--- src/rtl/gcd_pkg.sv ---
// Shared definitions for the GCD operand sequencer.
//
// Contents:
//   GCD_WIDTH        operand/result width; must match the datapath AB/C buses
//   GCD_SEQ_TIMEOUT  default number of cycles allowed per handshake phase
//   gcd_seq_state_t  sequencer FSM state encoding
//
// Build option: GCD_SEQ_TIMEOUT_EN adds the ERR state to the encoding.
package gcd_pkg;

    localparam int GCD_WIDTH       = 16;
    localparam int GCD_SEQ_TIMEOUT = 1024;

    typedef enum logic [3:0] {
        ST_IDLE  = 4'd0,
        ST_A_REQ = 4'd1,
        ST_A_REL = 4'd2,
        ST_B_REQ = 4'd3,
        ST_B_REL = 4'd4,
        ST_C_REQ = 4'd5,
        ST_C_REL = 4'd6,
        ST_RESP  = 4'd7
`ifdef GCD_SEQ_TIMEOUT_EN
        ,
        ST_ERR   = 4'd8
`endif
    } gcd_seq_state_t;

endpackage

--- src/rtl/gcd_seq_timer.sv ---
// Phase timer for the GCD operand sequencer.
//
// Counts cycles spent in one handshake phase and flags when the phase has
// lasted LIMIT cycles. Only instantiated when GCD_SEQ_TIMEOUT_EN is defined.
//
// Ports:
//   clk      rising-edge clock
//   reset_n  asynchronous active-low reset
//   clear    restart the count (asserted on every state change)
//   enable   count this cycle
//   expired  current cycle is the LIMIT-th cycle of the phase
module gcd_seq_timer #(
    parameter int LIMIT = 1024
) (
    input  logic clk,
    input  logic reset_n,
    input  logic clear,
    input  logic enable,
    output logic expired
);

    localparam int CW = $clog2(LIMIT + 1);

    logic [CW-1:0] count;

    // The count holds at the terminal value so expired stays asserted
    // until the owner moves on and clears it.
    always_ff @(posedge clk or negedge reset_n) begin
        if (!reset_n) begin
            count <= '0;
        end else if (clear) begin
            count <= '0;
        end else if (enable && !expired) begin
            count <= count + 1'b1;
        end
    end

    // The first cycle of a phase sees count 0, so LIMIT-1 marks the last one.
    assign expired = (count == CW'(LIMIT - 1));

endmodule

--- src/rtl/gcd_operand_sequencer.sv ---
// Host-side sequencer for the GCD datapath operand/result bus.
//
// Accepts an (A, B) pair on a valid/ready request port, drives A then B onto
// the core AB bus with four-phase req/ack handshakes, requests the result,
// captures C and returns it on a valid/ready response port.
//
// Ports:
//   clk, reset_n                      clock, asynchronous active-low reset
//   req_valid, req_ready, req_a/b     operand request port
//   core_ab, core_req, core_ack       four-phase bus to the GCD core
//   core_c                            result from the GCD datapath
//   res_valid, res_ready, res_c       response port
//   res_err                           timeout flag (0 unless the option is built)
//
// Build option: GCD_SEQ_TIMEOUT_EN adds a per-phase timeout of TIMEOUT_CYCLES
// cycles that ends the transaction with res_err=1 and res_c=0.
module gcd_operand_sequencer
    import gcd_pkg::*;
#(
    parameter int WIDTH          = GCD_WIDTH,
    parameter int TIMEOUT_CYCLES = GCD_SEQ_TIMEOUT
) (
    input  logic             clk,
    input  logic             reset_n,
    input  logic             req_valid,
    output logic             req_ready,
    input  logic [WIDTH-1:0] req_a,
    input  logic [WIDTH-1:0] req_b,
    output logic [WIDTH-1:0] core_ab,
    output logic             core_req,
    input  logic             core_ack,
    input  logic [WIDTH-1:0] core_c,
    output logic             res_valid,
    input  logic             res_ready,
    output logic [WIDTH-1:0] res_c,
    output logic             res_err
);

    if (TIMEOUT_CYCLES < 2) begin : g_bad_timeout
        $error("gcd_operand_sequencer: TIMEOUT_CYCLES must be at least 2");
    end

    gcd_seq_state_t   state;
    gcd_seq_state_t   next_state;
    logic [WIDTH-1:0] op_a;
    logic [WIDTH-1:0] op_b;

    assign req_ready = (state == ST_IDLE);

`ifdef GCD_SEQ_TIMEOUT_EN
    logic in_handshake;
    logic timed_out;
    logic err_q;

    assign in_handshake = (state == ST_A_REQ) || (state == ST_A_REL) ||
                          (state == ST_B_REQ) || (state == ST_B_REL) ||
                          (state == ST_C_REQ) || (state == ST_C_REL);

    gcd_seq_timer #(
        .LIMIT   (TIMEOUT_CYCLES)
    ) u_timer (
        .clk     (clk),
        .reset_n (reset_n),
        .clear   (next_state != state),
        .enable  (in_handshake),
        .expired (timed_out)
    );

    assign res_err = err_q;
`else
    assign res_err = 1'b0;
`endif

    // Next-state logic. An ack already high on entry to a REQ state simply
    // counts as an acknowledge on the first cycle.
    always_comb begin
        next_state = state;
        case (state)
            ST_IDLE:  if (req_valid)  next_state = ST_A_REQ;
            ST_A_REQ: if (core_ack)   next_state = ST_A_REL;
            ST_A_REL: if (!core_ack)  next_state = ST_B_REQ;
            ST_B_REQ: if (core_ack)   next_state = ST_B_REL;
            ST_B_REL: if (!core_ack)  next_state = ST_C_REQ;
            ST_C_REQ: if (core_ack)   next_state = ST_C_REL;
            ST_C_REL: if (!core_ack)  next_state = ST_RESP;
            ST_RESP:  if (res_ready)  next_state = ST_IDLE;
`ifdef GCD_SEQ_TIMEOUT_EN
            ST_ERR:   if (res_ready)  next_state = ST_IDLE;
`endif
            default:                  next_state = ST_IDLE;
        endcase
`ifdef GCD_SEQ_TIMEOUT_EN
        // A phase that makes progress in its last allowed cycle is not an error.
        if (in_handshake && timed_out && (next_state == state)) begin
            next_state = ST_ERR;
        end
`endif
    end

    // State, operand latches and all outputs are registered. Outputs are
    // decoded from next_state so they change together with the state and
    // reach the core glitch-free.
    always_ff @(posedge clk or negedge reset_n) begin
        if (!reset_n) begin
            state     <= ST_IDLE;
            op_a      <= '0;
            op_b      <= '0;
            core_req  <= 1'b0;
            core_ab   <= '0;
            res_valid <= 1'b0;
            res_c     <= '0;
`ifdef GCD_SEQ_TIMEOUT_EN
            err_q     <= 1'b0;
`endif
        end else begin
            state <= next_state;

            if ((state == ST_IDLE) && req_valid) begin
                op_a <= req_a;
                op_b <= req_b;
            end

            core_req <= (next_state == ST_A_REQ) ||
                        (next_state == ST_B_REQ) ||
                        (next_state == ST_C_REQ);

            // On the accept edge op_a is not loaded yet, so take A straight
            // from the request port.
            case (next_state)
                ST_A_REQ, ST_A_REL: core_ab <= (state == ST_IDLE) ? req_a : op_a;
                ST_B_REQ, ST_B_REL: core_ab <= op_b;
                default:            core_ab <= '0;
            endcase

            if ((state == ST_C_REQ) && core_ack) begin
                res_c <= core_c;
            end

`ifdef GCD_SEQ_TIMEOUT_EN
            res_valid <= (next_state == ST_RESP) || (next_state == ST_ERR);
            err_q     <= (next_state == ST_ERR);
            if ((next_state == ST_ERR) && (state != ST_ERR)) begin
                res_c <= '0;
            end
`else
            res_valid <= (next_state == ST_RESP);
`endif
        end
    end

endmodule

--- config.mk ---
export PLATFORM = sky130hd
export DESIGN_NAME = gcd_operand_sequencer
export DESIGN_NICKNAME = d
export VERILOG_FILES = /design/src/rtl/gcd_pkg.sv /design/src/rtl/gcd_seq_timer.sv /design/src/rtl/gcd_operand_sequencer.sv
export SDC_FILE = /design/constraint.sdc
export NUM_CORES = 1
export LEC_CHECK = 0
export CORE_ASPECT_RATIO = 0.6
export CORE_MARGIN = 3
export CORE_UTILIZATION = 30
export CTS_CLUSTER_SIZE = 40
export DETAILED_ROUTE_END_ITERATION = 6
export RECOVER_POWER = 50
export SLEW_MARGIN = 20
export SYNTH_ARGS = -nofsm -noshare
export SYNTH_HDL_FRONTEND = slang
export SYNTH_SLANG_ARGS = --single-unit
--- constraint.sdc ---
create_clock -name clk -period 4.09 [get_ports clk]
set_input_delay 0.6135 -clock clk [delete_from_list [all_inputs] [get_ports clk]]
set_output_delay 0.6135 -clock clk [all_outputs]
set_load 0.005 [all_outputs]
# After elaboration in Yosys (flattened, before gate mapping)
# Index checks and enable logic that the tools add are counted.
[totals]
regBits = 70
out_inout_bits = 36
elab_cells = 38
[op_classes]
n_eq_ne = 13
n_mux = 11
reduce_logical = 7
[ops]
columns = ["op", "count"]
rows = [
  ["$mux W4", 8],
  ["$pmux W16 S2", 1],
  ["$pmux W4 S8", 1],
  ["$eq A4 B3 Y1 const B", 7],
  ["$eq A4 B2 Y1 const B", 4],
  ["$mux W16", 1],
  ["$eq A4 B1 Y1 const B", 2],
  ["$logic_not A4 Y1", 1],
  ["$reduce_or A2 Y1", 2],
  ["$logic_and A1 B1 Y1", 2],
  ["$logic_or A1 B1 Y1", 2],
]

# Longest topological paths before layout
# Gate-level depths: netlist of run 1.
[logic_depth]
ltp_word = 5
ltp_mapped = 8
mapped_depth_nobuf = 5

# Worst setup path before layout of run 1
# Ideal clock, no wire load.
[synth_path]
kind = "flip-flop to output port"
start = "reg state[2]"
end = "out req_ready"
arrival_ns = 1.229
required_ns = 3.477
setup_slack_ns = 2.247
stages_incl_launch_ff = 5
n_path_buf = 3
path_cell_list = "dfrtp_1 > buf_2 > nor4_1 > buf_4 > buf_2"
[synth_via]
elab_chain_len = 1
[synth_lines]
columns = ["element", "line", "source"]
rows = [
  ["start: declaration", "gcd_operand_sequencer.sv:43", "gcd_seq_state_t state;"],
  ["start signal: assignment", "gcd_operand_sequencer.sv:116", "state <= next_state;"],
  ["$logic_not A4 Y1", "gcd_operand_sequencer.sv:48", "assign req_ready = (state == ST_IDLE);"],
  ["end: declaration", "gcd_operand_sequencer.sv:26", "output logic req_ready,"],
]
# No other way between the ends.

# Worst setup path in the final report of run 1
[layout_path]
start = "in req_valid"
end = "reg core_ab[10]"
[layout_via]
elab_chain_len = 5
elab_cells_between_ends = 9
classes_between = "eq/ne: 4; mux: 3; reduce/logical: 2"
[layout_lines]
columns = ["element", "line", "source"]
rows = [
  ["start: declaration", "gcd_operand_sequencer.sv:25", "input logic req_valid,"],
  ["$mux W4 (*)", "gcd_operand_sequencer.sv:79", "ST_IDLE: if (req_valid) next_state = ST_A_REQ;"],
  ["$pmux W4 S8 (*)", "gcd_operand_sequencer.sv:78", "case (state)"],
  ["via next_state[0]", "gcd_operand_sequencer.sv:44", "gcd_seq_state_t next_state;"],
  ["$eq A4 B2 Y1 (tied with other cells)", "gcd_operand_sequencer.sv:129", "case (next_state)"],
  ["$reduce_or A2 Y1", "gcd_operand_sequencer.sv:129", ""],
  ["$pmux W16 S2 (*)", "gcd_operand_sequencer.sv:129", ""],
  ["end signal: assignment", "gcd_operand_sequencer.sv:130", "ST_A_REQ, ST_A_REL: core_ab <= (state == ST_IDLE) ? req_a : op_a;"],
  ["end signal: assignment", "gcd_operand_sequencer.sv:131", "ST_B_REQ, ST_B_REL: core_ab <= op_b;"],
  ["end: declaration", "gcd_operand_sequencer.sv:29", "output logic [WIDTH-1:0] core_ab,"],
]
# Mark *: on every way through the listed nets, which the timed path passes. The rest lies on a longest branch.
# A chain may end at the register's enable or synchronous reset.

==> results of run 1 <==
==> final timing paths <==
path / to / cells past startpoint
setup / recovery: core_ab[10] / 5
hold / removal: core_ab[11] / 2
setup reg to reg: core_ab[10] / 5
hold reg to reg: core_ab[11] / 2
max in group asynchronous: op_b[7] / 1
min in group asynchronous: res_c[3] / 1
==> power groups by stage <==
stage | combinational (W) | clock (W) | sequential (W)
after floorplan | 0.000199 | 0 | 0.000871
after global placement | 0.000359 | 0 | 0.000888
after detailed placement | 0.000370 | 0 | 0.000888
after CTS | 0.000372 | 0.000856 | 0.000878
after global routing | 0.000394 | 0.000892 | 0.000892
final | 0.000360 | 0.000835 | 0.000876
==> cells by family after synthesis <==
logic type | Yosys count
AO/OA/AOI/OAI | 22
XOR/XNOR | 1
buffers and inverters | 15
flip-flops | 70
multiplexers | 65
other | 1
AND/OR/NAND/NOR | 35
==> synthesized netlist by cell type (2+ instances only) <==
| cell | count | share of area (%) |
|---|---|---|
| inv_1 | 2 | 0.25 |
| clkbuf_1 | 4 | 0.51 |
| dfrtp_1 | 70 | 59 |
| buf_2 | 6 | 1.0 |
| nand2b_1 | 2 | 0.42 |
| buf_4 | 2 | 0.51 |
| mux2_2 | 48 | 18 |
| mux2i_1 | 17 | 5.8 |
| o31ai_1 | 6 | 1.5 |
| nand2_1 | 18 | 2.3 |
| o31ai_2 | 10 | 4.2 |
| nor2_1 | 4 | 0.51 |
| a21oi_1 | 3 | 0.51 |
==> worst max-delay path: cells and delay by family <==
| family | cells | cell delay, ps |
|---|---|---|
| buf+inv | 1 | 410 |
| xor+xnor | 1 | 680 |
| compound gates | 2 | 580 |
| simple gates | 1 | 1070 |
==> flip-flops by register name (all words and copies together) (netlist names) <==
name	flops
core_ab	16
res_valid	1
core_req	1
state	4
op_b	16
op_a	16
res_c	16
==> per-layer routing <==
metal | GRT usage, % | vias to the layer above
li1 | - | 922
met1 | 17.7 | 977
met2 | 18.3 | 44
met3 | 5.02 | 9
met4 | 5.88 | 0
met5 | 0 | -
==> area by class of cell <==
type | count | share of cell area, %
Sequential cell | 70 | 41.0
Multi-Input combinational cell | 125 | 26.6
Timing Repair Buffer | 90 | 20.8
Clock buffer | 11 | 5.92
Tap cell | 130 | 3.81
Clock inverter | 4 | 1.64
Inverter | 2 | 0.176
==> per-stage QoR <==
stage          hold WS [ps]  cell area [um2]  setup slack, ps  utilization (%)  power [W]
2_1_floorplan           318             2950             2250                -    0.00107
3_3_place_gp            463             3940             1210             42.1    0.00125
3_5_place_dp            465             3940             1070             42.1    0.00126
4_1_cts                 435             4270             1260             45.6    0.00211
5_1_grt                 496             4270              633             45.6    0.00218
6_report                474             4270              893             45.6    0.00207
==> impl_metrics.json, run 1 <==
{
  "clock_latency_ps": 330,
  "synth-simple-area-share_pct": 5.98,
  "viasPerCell": 4.52,
  "wl_um": 6780,
  "cts_root_buf": "clkbuf_16",
  "htreeDepth": 3,
  "ant_nets": 0,
  "ys_seq_area_share_pct": 59.4,
  "nNetsFinal": 351,
  "r2r-start": "state[0]",
  "worstSetupStartpoint": "req_valid",
  "clk_pin_slew_worst_paths_ps": 50,
  "fill_cells": 855,
  "crit_fanout": 33,
  "maxCapViolations": 2,
  "synthXorXnorAreaFrac_pct": 0.552,
  "post-route-period-util_pct": 78.2,
  "drive_gt1_share_pct": 26.8,
  "status": "finished with violations",
  "switching_share_pct": 22.9,
  "startpoint_type": "primary input",
  "power_leakage_nw": 1.86,
  "async_flop_share_pct": 100,
  "avgSynthCellArea_um2": 14.1,
  "num_rows": 27,
  "holdBufCountCts": 0,
  "synth_cell_type_count": 30,
  "start_util_pct": 31.5,
  "drtPass1Iterations": 6,
  "violations": "capacitance limit, slew limit",
  "gr-total-overflow": 0,
  "hp-class": "flip-flop to flip-flop",
  "slew_headroom_pct": -14.5,
  "placed_cells": 417,
  "grt_max_degree": 71,
  "die_h_um": 82.8,
  "fin_cells": 432,
  "first_iter_violations": 111,
  "grt_usage_pct": 13.0,
  "cts_resized": 0,
  "antennaDiodeCount": 0,
  "synth_edf_count": 0,
  "crit_chain": "clkdlybuf4s50_1, nand2_1, o211ai_2, xnor2_4, o31ai_1",
  "grt_pass1_vias": 2087,
  "p_sw_w": 0.000474,
  "yosys_warnings": 0,
  "synth-adder-area-share_pct": 0,
  "place_congestion": 0.706,
  "grt_pass1_wl_um": 11000,
  "hold_viol": 0,
  "die_w_um": 134,
  "layout_commonest_cell": "clkdlybuf4s50_1",
  "synthCells": 209,
  "synth_top_family_by_area": "multiplexers",
  "slowest_stage": "nand2_1",
  "cts_buffers": 9,
  "cts_tree": "built",
  "power_frac_clock_pct": 40.3,
  "cp.required_ps": 4260,
  "multi_input_area_um2": 1130,
  "p_comb_share_pct": 17.4,
  "wl_met1_um": 3420,
  "min_period_ps": 3200,
  "wl_met2_um": 2950,
  "top_layer_used": "met4",
  "min-delay-start": "op_b[11]",
  "clockBufferDepth": 2,
  "power.internal_w": 0.00160,
  "crit_type": "primary input to flip-flop",
  "r2r_slack_ps": 980,
  "dp_hpwl_um": 4590,
  "final_cell_mix": "clkdlybuf4s50_1 (71), dfrtp_1 (70), mux2_2 (48)",
  "routed-wl-met3_um": 315,
  "vias": 1952,
  "synthMuxAreaShare_pct": 24.1,
  "setup_viol": 0,
  "power.density_nw_per_um2": 485,
  "die-area_um2": 11100,
  "register_area_um2": 1750,
  "ir_drop_mv": 0.213,
  "drc": 0,
  "synth-main-ff-cell": "dfrtp_1",
  "io_pins": 89,
  "io_buffers": 87,
  "drv_slew": 71,
  "rsz0062_at_grt": "no",
  "worst_pin_slew_ps": 1720,
  "area_growth_pct": 44.7,
  "post-cts-setup-buffers": 0,
  "antenna_found_initial": 0,
  "avgRoutedWirePerCell_um": 15.7,
  "netlist_area_um2": 2950,
  "fin_skew_ps": 4.96,
  "max_freq_mhz": 313,
  "core-area_um2": 9360,
  "synth_compound_gate_area_share_pct": 7.17,
  "cts_sinks": 70,
  "cp-end-kind": "flip-flop",
  "ys_ff_latch": 70,
  "p_seq_share_pct": 42.3,
  "max_stage_delay_ps": 1070,
  "crit_arrival_ps": 3360,
  "fin_setup_tns_ps": 0
}
(Power assumes the default switching activity.)
==> inputs of run 2 (changes only) <==
clock period = 2.85 ns   (was 4.09 ns; I/O delays follow)
==> impl_metrics.json, run 2 (synthesis gave the netlist of run 1 again) <==
{
  "status": "finished with violations",
  "violations": "capacitance limit, slew limit",
  "num_rows": 27,
  "hp-class": "flip-flop to flip-flop",
  "startpoint_type": "flip-flop",
  "power.density_nw_per_um2": 651,
  "post-route-period-util_pct": 88.3,
  "drive_gt1_share_pct": 26.7,
  "hold_viol": 0,
  "core-area_um2": 9360,
  "gr-total-overflow": 0,
  "finalPower_w": 0.00275,
  "cts_root_buf": "clkbuf_16",
  "min_period_ps": 2520,
  "fill_cells": 864,
  "die_h_um": 82.8,
  "crit_fanout": 9,
  "r2r-end": "core_ab[9]",
  "die_w_um": 134,
  "clk_pin_slew_worst_paths_ps": 50,
  "viasPerCell": 4.51,
  "min-delay-start": "op_b[3]",
  "ir_drop_mv": 0.320,
  "cp.required_ps": 2420,
  "power_leakage_nw": 1.84,
  "nNetsFinal": 353,
  "fin_skew_ps": 3.91,
  "post-cts-setup-buffers": 0,
  "avgRoutedWirePerCell_um": 15.1,
  "slew_headroom_pct": -17.6,
  "grt_max_degree": 71,
  "cts_tree": "built",
  "rsz0062_at_grt": "no",
  "worst_pin_slew_ps": 1760,
  "fin_setup_tns_ps": 0,
  "ant_nets": 0,
  "wl_um": 6530,
  "crit_arrival_ps": 2090,
  "drc": 0,
  "cts_sinks": 70,
  "antennaDiodeCount": 0,
  "dp_hpwl_um": 4360,
  "die-area_um2": 11100,
  "holdBufCountCts": 0,
  "whs_endpoint": "core_ab[3]",
  "cts_buffers": 9,
  "io_pins": 89,
  "area_growth_pct": 43.2,
  "io_buffers": 87,
  "drtPass1Iterations": 4,
  "grt_pass1_vias": 2030,
  "grt_pass1_wl_um": 10800,
  "clock_latency_ps": 330,
  "htreeDepth": 3,
  "antenna_found_initial": 0,
  "max_freq_mhz": 397,
  "crit_type": "flip-flop to output pin",
  "ff2ff_path_depth": 5,
  "start_util_pct": 31.5,
  "clockBufferDepth": 2,
  "maxCapViolations": 1,
  "layout_commonest_cell": "clkdlybuf4s50_1",
  "grt_usage_pct": 12.7,
  "cts_resized": 0,
  "first_iter_violations": 94,
  "place_congestion": 0.691,
  "setup_viol": 0,
  "drv_slew": 71,
  "final_cell_mix": "clkdlybuf4s50_1 (71), dfrtp_1 (70), mux2_2 (48)",
  "hold_path_depth": 2,
  "cp-end-kind": "output pin",
  "r2r_slack_ps": 870,
  "vias": 1951,
  "r2r-start": "state[2]"
}
## run 2: per-stage QoR
step	setup slack [ps]	util (%)	hold WS, ps	area, um2	instances
3_3_place_gp	244	42.3	466	3960	419
5_1_grt	207	45.1	510	4220	433
4_1_cts	294	45.0	264	4220	433
2_1_floorplan	1090	-	132	2950	210
3_5_place_dp	161	42.3	469	3960	419
6_report	333	45.1	476	4220	433
## run 2: how the worst max path moves through the flow
stage	slack [ps]	end	from	depth (start not counted)
after global routing	210	req_ready	state[3]	3
after global placement	240	core_ab[9]	core_ack	6
final	330	req_ready	state[2]	3
after detailed placement	160	core_ab[9]	core_ack	6
after floorplan	1090	res_c[0]	state[1]	5
after CTS	290	req_ready	state[3]	3
## run 2: where the power goes
part / switching, W / internal [W] / total (W) / leakage (nW)
sequential: 0.0000855 / 0.00117 / 0.00126 / 0.892
clock: 0.000383 / 0.000599 / 0.000983 / 0.128
combinational: 0.000194 / 0.000316 / 0.000510 / 0.817
## run 2: area by class of cell
cell class	instances	area, um2	share of cell area [%]
Timing Repair Buffer	92	903	21.4
Sequential cell	70	1750	41.5
Tap cell	130	163	3.85
Clock buffer	12	246	5.84
Inverter	2	7.51	0.178
Clock inverter	2	10.0	0.237
Multi-Input combinational cell	125	1140	27.0
## run 2: per-layer routing
layer / vias up / track usage [%] / routed length [um]
met5: - / 0 / 0
met4: 0 / 4.76 / 107
met3: 10 / 5.51 / 338
met2: 46 / 17.3 / 2730
met1: 968 / 17.9 / 3360
li1: 927 / - / -
## run 2: worst max-delay path: stages (launching register included)
cell	delay, ps
dfrtp_1	470
nor4_2	530
buf_4	250
clkdlybuf4s50_1	510
==> RTL change (flow settings as in run 1) <==
The 8 states of `gcd_seq_state_t` get a one-hot encoding in 8 bits.
--- a/src/rtl/gcd_pkg.sv
+++ b/src/rtl/gcd_pkg.sv
@@ -11,15 +11,15 @@
     localparam int GCD_WIDTH       = 16;
     localparam int GCD_SEQ_TIMEOUT = 1024;
 
-    typedef enum logic [3:0] {
-        ST_IDLE  = 4'd0,
-        ST_A_REQ = 4'd1,
-        ST_A_REL = 4'd2,
-        ST_B_REQ = 4'd3,
-        ST_B_REL = 4'd4,
-        ST_C_REQ = 4'd5,
-        ST_C_REL = 4'd6,
-        ST_RESP  = 4'd7
+    typedef enum logic [7:0] {
+        ST_IDLE  = 8'b00000001,
+        ST_A_REQ = 8'b00000010,
+        ST_A_REL = 8'b00000100,
+        ST_B_REQ = 8'b00001000,
+        ST_B_REL = 8'b00010000,
+        ST_C_REQ = 8'b00100000,
+        ST_C_REL = 8'b01000000,
+        ST_RESP  = 8'b10000000
 `ifdef GCD_SEQ_TIMEOUT_EN
         ,
         ST_ERR   = 4'd8
Check against the original RTL: no difference found for any inputs over 10 cycles, from zero or initial values and one cycle with reset_n low; not proved beyond that.
==> RTL change against run 1 <==
The run still ends with capacitance limit, slew limit left; worst hold slack improved by 7.0 ps; setup slack improved by 440 ps; final area increased by 5.4%; sequential cell count increased by 4; area after synthesis increased by 10%; routed wire length increased by 10%; synthesized cell count increased by 12%.
Power is not compared: it rests on default switching activity, and its combinational part moved more than twofold at a synthesized area within 25%.
==> RTL change: results (changes against run 1) <==
| Metric | Value |
|---|---|
| Violated checks | capacitance limit, slew limit |
| Multi-In Gates | 140 (+12%) |
| CP Max Fanout | 12 (-64%) |
| Via count | 2,167 (+11%) |
| Status | finished, violations left |
| Setup slack, reg-to-reg | 1360 ps (+380 ps) |
| Hold_sp | op_b[5] |
| Non-clock inverters | 1 (-1) |
| HPWL Detailed | 4980 um (+8.5%) |
| Yosys cell types | 43 (+43%) |
| Maxcap violations | 1 (-1) |
| Signal buf overhead | 19.3% (-1.6 points) |
| Initial DRC Count | 121 (+9.0%) |
| Drt total wl | 7480 um (+10%) |
| Synth Area per Inst | 13.8 um^2 (-2.0%) |
| DRT Pass-1 Iters | 4 (-2) |
| Setup slack at placement | 1330 ps (+261 ps) |
| Hold WS | 481 ps (+7.01 ps) |
| Met3 wire length | 473 um (+50%) |
| Fill cell count | 922 (+7.8%) |
| Nonclk buf count | 87 (-3.3%) |
| Top Layer Used | met4 |
| Clk cell area share | 7.26% (-0.30 points) |
| Dpl cells | 437 (+4.8%) |
| CP Launch Point | state[4] |
| Nets | 366 (+4.3%) |
| Total Routing Usage GR | 13.1% (+0.11 points) |
| End point of the critical path | req_ready |
| Hold Path Cell Cnt | 1 (-1) |
| Vias in the first global route | 2,240 (+7.3%) |
| Critical path data arrival time | 2150 ps (-1210 ps) |
| FF-to-FF path depth | 4 (-1) |
| Synth area leaders | dfrtp_1, mux2_2, mux2i_1, mux2_4, o2bb2ai_1 |
| Top cells by count, synth | dfrtp_1, mux2_2, mux2i_1, o2bb2ai_1, clkbuf_1 |
| FF+latch area | 0.00185 mm^2 (+5.8%) |
| Worst hold path endpoint | core_ab[5] |
| CLK BUF | 9 (-2) |
| Non-Filler Instances | 453 (+4.9%) |
| Max-slew violations | 75 (+5.6%) |
| Met2 wire len | 3120 um (+5.9%) |
| #FFs+latches synth | 74 (+5.7%) |
| F_max | 362 MHz (+16%) |
| Largest net degree at the start of global routing | 75 (+5.6%) |
| Worst clock skew | 3.36 ps (-1.59 ps) |
| Seq/Total Area, Yosys | 57.0% (-2.3 points) |
| Fraction of layout cells with a size suffix above 1 | 23.3% (-3.6 points) |
| Critical R2R Launch | state[2] |
| Reg2reg end | res_c[10] |
| Yosys warning total | 0 (unchanged) |
| Routability Congestion | 0.852 (+21%) |
| Placed standard-cell area | 0.00417 mm^2 (+5.8%) |
| First-pass GRT wire length | 12,300 um (+11%) |
| Max-slew headroom at the worst pin | -23.3% (-8.8 points) |
==> RTL change: report_power, final <==
part	internal [mW]	switching (mW)
Combinational	0.475	0.395
Sequential	0.966	0.127
Clock	0.539	0.312
==> RTL change: routing by layer <==
metal / global-route usage [%] / up-vias
met5: 0 / -
met4: 3.96 / 0
met3: 4.47 / 5
met2: 19.1 / 70
met1: 18.7 / 1078
li1: - / 1014
==> RTL change: cell families (layout without fill, tap and decap cells) <==
kind of cell,count (synthesis),after routing,share of synthesized area (%)
buffers and inverters,21,104,3.89
flip-flops,74,74,57.0
AND/OR/NAND/NOR,40,40,7.82
other,1,1,0.115
XOR/XNOR,5,5,1.35
multiplexers,65,65,23.1
AO/OA/AOI/OAI,29,29,6.70
==> RTL change: worst max-delay path: stages (launching register included) <==
cell and delay (ps):
dfrtp_1 520, nor4_1 560, and3_1 240, clkdlybuf4s50_1 500
